$ cat config.mk
export PLATFORM = sky130hd
export DESIGN_NAME = port_responder
export DESIGN_NICKNAME = d
export VERILOG_FILES = /design/src/rtl/port_responder.sv
export SDC_FILE = /design/constraint.sdc
export NUM_CORES = 1
export LEC_CHECK = 0
export CORE_AREA = 2 2 126 128
export CTS_CLUSTER_SIZE = 40
export DETAILED_ROUTE_END_ITERATION = 16
export DIE_AREA = 0 0 128 130
export DONT_BUFFER_PORTS = 1
export GPL_TIMING_DRIVEN = 0
export PLACE_DENSITY = 0.56
export SETUP_SLACK_MARGIN = 0.05
export SYNTH_ARGS = -nofsm -noshare
export SYNTH_HDL_FRONTEND = slang
export SYNTH_SLANG_ARGS = --single-unit
export TNS_END_PERCENT = 1
$ cat constraint.sdc
create_clock -name clk -period 6.9 [get_ports clk]
set_input_delay 2.07 -clock clk [delete_from_list [all_inputs] [get_ports clk]]
set_output_delay 2.07 -clock clk [all_outputs]
set_load 0.05 [all_outputs]
$ cat src/rtl/port_responder.sv
// port_responder: CPU port-mapped block with a TX FIFO, an RX holding register and an LED latch.
// Accesses fire only on the rising edge of portget/portset; a write wins over a simultaneous read.
module port_responder #(
  parameter int                   WORD_SIZE  = 16,
  parameter logic [WORD_SIZE-1:0] BASE_ADDR  = 16'h0010,
  parameter int                   FIFO_DEPTH = 4
) (
  input  logic                 clk,
  input  logic                 do_reset_n,
  input  logic [WORD_SIZE-1:0] portaddr,
  input  logic [WORD_SIZE-1:0] portval,
  input  logic                 portget,
  input  logic                 portset,
  output logic [WORD_SIZE-1:0] portout,
  output logic [WORD_SIZE-1:0] tx_data,
  output logic                 tx_valid,
  input  logic                 tx_ready,
  input  logic [WORD_SIZE-1:0] rx_data,
  input  logic                 rx_strobe,
  output logic [WORD_SIZE-1:0] leds
);
  localparam int AW = $clog2(FIFO_DEPTH);
  logic [WORD_SIZE-1:0] mem [FIFO_DEPTH];
  logic [AW-1:0] wptr, rptr;
  logic [4:0] count;
  logic get_d, set_d, tx_ovf, rx_ovr, rx_valid;
  logic [WORD_SIZE-1:0] rx_hold, off, status, rd_val;
  logic wr, rd, pop, push_req, push, rx_clr, stat_wr;
  assign tx_valid = count != 5'd0;
  assign tx_data  = mem[rptr];
  always_comb begin
    off      = portaddr - BASE_ADDR;
    wr       = portset & ~set_d;
    rd       = portget & ~get_d & ~wr;
    pop      = tx_valid & tx_ready;
    push_req = wr && off == '0;
    push     = push_req && (count < 5'(FIFO_DEPTH) || pop);
    stat_wr  = wr && off == WORD_SIZE'(1);
    rx_clr   = rd && off == WORD_SIZE'(2);
    status   = WORD_SIZE'({count, rx_ovr, tx_ovf, rx_valid, count == 5'(FIFO_DEPTH), count == 5'd0});
    rd_val   = off == WORD_SIZE'(1) ? status :
               off == WORD_SIZE'(2) ? rx_hold :
               off == WORD_SIZE'(3) ? leds : '0;
  end
  always_ff @(posedge clk or negedge do_reset_n)
    if (!do_reset_n) begin
      get_d    <= 1'b0;
      set_d    <= 1'b0;
      portout  <= '0;
      leds     <= '0;
      wptr     <= '0;
      rptr     <= '0;
      count    <= '0;
      tx_ovf   <= 1'b0;
      rx_ovr   <= 1'b0;
      rx_valid <= 1'b0;
      rx_hold  <= '0;
    end else begin
      get_d <= portget;
      set_d <= portset;
      if (rd) portout <= rd_val;
      if (wr && off == WORD_SIZE'(3)) leds <= portval;
      if (push) wptr <= wptr + AW'(1);
      if (pop) rptr <= rptr + AW'(1);
      count    <= count + 5'(push) - 5'(pop);
      tx_ovf   <= (tx_ovf & ~(stat_wr & portval[3])) | (push_req & ~push);
      // a RXDATA read in the same cycle consumes the old word, so the new one is not an overrun
      rx_ovr   <= (rx_ovr & ~(stat_wr & portval[4])) | (rx_strobe & rx_valid & ~rx_clr);
      rx_valid <= rx_strobe | (rx_valid & ~rx_clr);
      if (rx_strobe) rx_hold <= rx_data;
    end
  always_ff @(posedge clk)
    if (push) mem[wptr] <= portval;
endmodule

==> out/qor.csv <==
stage,metric,value,unit
clocking,cts-resized-gates,0,
global_routing,antenna_found_initial,0,
synthesis,synth_fp_nets,385,
layout,syn_to_final_growth,15.5,%
detailed_routing,vias,2787,
critical_path,cp-end-kind,output port,
worst_hold_path,hold_path_class,register to register,
die,die-area,0.0166,sq mm
sta,post-route-period-util,63.3,%
critical_path,critPathMaxStageDelay,0.58,ns
power_and_ir_drop,powerDensity,367,mW/mm^2
sta,finalSetupViolations,0,
layout,n_antenna_cell,0,
detailed_routing,wire_per_inst,21.1,um
critical_path,critical_path_class,register to output port,
critical_path,path_common_cell,clkbuf_1,
die,die_x,128,um
clocking,clk_path_buf_depth,2,
die,core.rowCount,46,
die,io_pins,103,
detailed_routing,drc,0,
placed_design,io_buffers,0,
layout,drive_gt1_share,25.6,%
critical_path,critPathArrivalTime,2.30,ns
job,max-cap-violations,0,
clocking,clk_latency,0.41,ns
sta,period_needed,4.37,ns
placed_design,dp.cells,511,
detailed_routing,vias_per_cell,5.13,
synthesis,synth_seq_area_share,65.8,%
power_and_ir_drop,irDropWorstVdd,0.000173,V
sta,max_freq,229,MHz
synthesis,ys_ff_latch,126,
power_and_ir_drop,p_leak,2.35,nW
placed_design,dp_hpwl,8120,um
layout,finalNonFillerCells,543,
sta,tns,0,ns
run_status,outcome,"complete, no violations",
sta,maxSlewViolCount,0,
global_routing,grt_pass1_wl,17400,um
worst_hold_path,hold_path_depth,1,
clocking,postCtsHoldBufs,0,
sta,fin_skew,0.0103,ns
critical_path,rr_worst_depth,13,
synthesis,synth_cells,319,
sta,tightest_slew,0.901,ns
clocking,clk_pin_slew_worst_paths,0.05,ns
critical_path,cp.required,4.83,ns
detailed_routing,first_pass_iters,4,
placed_design,finalWeightedCongestion,0.727,
detailed_routing,routed_wl,11400,um
die,die_y,130,um
synthesis,ys_async_sr_fraction,49.2,%
die,core_area,0.0154,sq mm
sta,hold_viol,0,
detailed_routing,drt-initial-drc-count,159,
critical_path,path_max_fanout,10,
synthesis,ys.flop_type,edfxtp_1,
synthesis,synth_area,0.00528,sq mm
detailed_routing,drt.antenna.violating_nets,0,
synthesis,ys_types,43,
sta,slew_headroom,39.9,%
sta,rsz0062_at_grt,no,
synthesis,synth-edff-count,64,
clocking,h-tree-depth,4,
global_routing,grt_pass1_vias,3008,
synthesis,syn_avg_cell_area,16.6,sq um
clocking,cts_tree,yes,
global_routing,grt_start_max_net_pins,63,
critical_path,critical_path.cell_chain,"clkbuf_1, clkbuf_1, mux4_2",
clocking,clock_sinks,126,
global_routing,grt_remaining_overflow,0,
global_routing,track_usage,14.6,%
clocking,cts_buffers,17,
clocking,post_cts.repair.setup_buffers,0,
critical_path,critPathSlowestCell,clkbuf_1,
clocking,clockRootBuffer,clkbuf_16,
critical_path,start_kind,register,
die,start_util,34.2,%
layout,nets,404,
synthesis,yosys_warnings,0,
## area by class of cell
| class | instances | area, sq um |
|---|---|---|
| multi-input cells | 171 | 1710 |
| flip-flops and latches | 126 | 3470 |
| fillers | 1469 | 9330 |
| clock buffers | 24 | 462 |
| inverters | 8 | 30.0 |
| plain buffers | 14 | 63.8 |
| clock inverters | 8 | 118 |
| well taps | 192 | 240 |
## registers in the layout (all words and copies together), names as in the netlist, 2 cells and up
register and flops:
count 5, leds 16, mem 64, portout 16, rptr 2, rx_hold 16, wptr 2
## cell usage after synthesis, drive strengths merged, types with 4 or more instances
master / n / area [sq um]
edfxtp: 64 / 1920
dfrtp: 62 / 1550
mux2: 36 / 409
a22o: 22 / 193
nand2: 20 / 75.1
mux4: 16 / 360
o21ai: 15 / 75.1
ha: 11 / 138
clkbuf: 10 / 38.8
inv: 8 / 30.0
mux2i: 6 / 60.1
nor4b: 5 / 65.1
and2: 4 / 25.0
buf: 4 / 25.0
nor3: 4 / 36.3
xor2: 4 / 53.8
## cell usage in the layout, fill, tap and decap left out, types with 2 or more instances in the layout
| cell type | n |
|---|---|
| nor3_1 | 2 |
| nand3_1 | 3 |
| dfrtp_1 | 62 |
| nor4b_1 | 3 |
| edfxtp_1 | 64 |
| xnor2_1 | 3 |
| mux4_2 | 16 |
| mux2i_1 | 6 |
| and2_1 | 4 |
| nor2_1 | 3 |
| bufinv_16 | 3 |
| nand2_1 | 20 |
| nand4_1 | 2 |
| or4_1 | 2 |
| buf_2 | 2 |
| clkinv_2 | 4 |
| nor2b_1 | 2 |
| clkbuf_16 | 17 |
| o21ai_0 | 15 |
| inv_1 | 8 |
| clkbuf_1 | 15 |
| ha_1 | 11 |
| mux2_2 | 35 |
| xor2_1 | 3 |
| a21oi_1 | 2 |
| a22o_1 | 22 |
## per-layer routing
layer / up-vias / share of wire, % / GRT usage [%]
li1: 1262 / - / -
met4: 0 / 0.82 / 4.46
met2: 81 / 50 / 23.3
met5: - / 0 / 0
met3: 9 / 8.5 / 7.79
met1: 1435 / 41 / 17.0
## where the power goes
part | leakage (nW) | switching (mW) | internal, mW
logic | 0.707 | 0.350 | 0.167
clock network | 0.282 | 0.302 | 0.574
registers | 1.36 | 0.0200 | 0.827
## critical path, delay by kind of cell (launching register included)
family / cells / cell delay, ns
flip-flops: 1 / 0.31
buffers and inverters: 2 / 0.99
multiplexers: 1 / 0.58
## cells by family after synthesis
kind of cell / count (synthesis) / share of synthesized area, %
adders and majority gates: 12 / 2.99
buffers and inverters: 22 / 1.78
and+or+nand+nor: 52 / 6.54
AOI/OAI and AO/OA: 42 / 5.69
muxes: 58 / 15.7
xor gates and xnor gates: 7 / 1.52
DFF: 126 / 65.8
## stage by stage
stage | power, mW | instance area [sq um] | setup WS [ns] | hold WS, ns | util (%)
2_1_floorplan | 1.30 | 5280 | 2.43 | 0.461 | -
3_3_place_gp | 1.38 | 5520 | 2.15 | 0.493 | 35.8
3_5_place_dp | 1.39 | 5520 | 2.14 | 0.500 | 35.8
4_1_cts | 2.27 | 6100 | 2.46 | 0.511 | 39.5
5_1_grt | 2.33 | 6100 | 2.38 | 0.526 | 39.5
6_report | 2.24 | 6100 | 2.53 | 0.503 | 39.5
## worst paths after layout
check / from / end / slack [ns]
max: rptr[1] / tx_data[9] / 2.53
min: rx_hold[12] / rx_hold[12] / 0.50
min reg2reg: rx_hold[12] / rx_hold[12] / 0.50
max reg2reg: count[2] / count[4] / 3.47
max in group asynchronous: do_reset_n / rx_ovr / 5.46
min in group asynchronous: do_reset_n / leds[5] / 1.35
No activity file was read; power rests on OpenSTA's default activity.
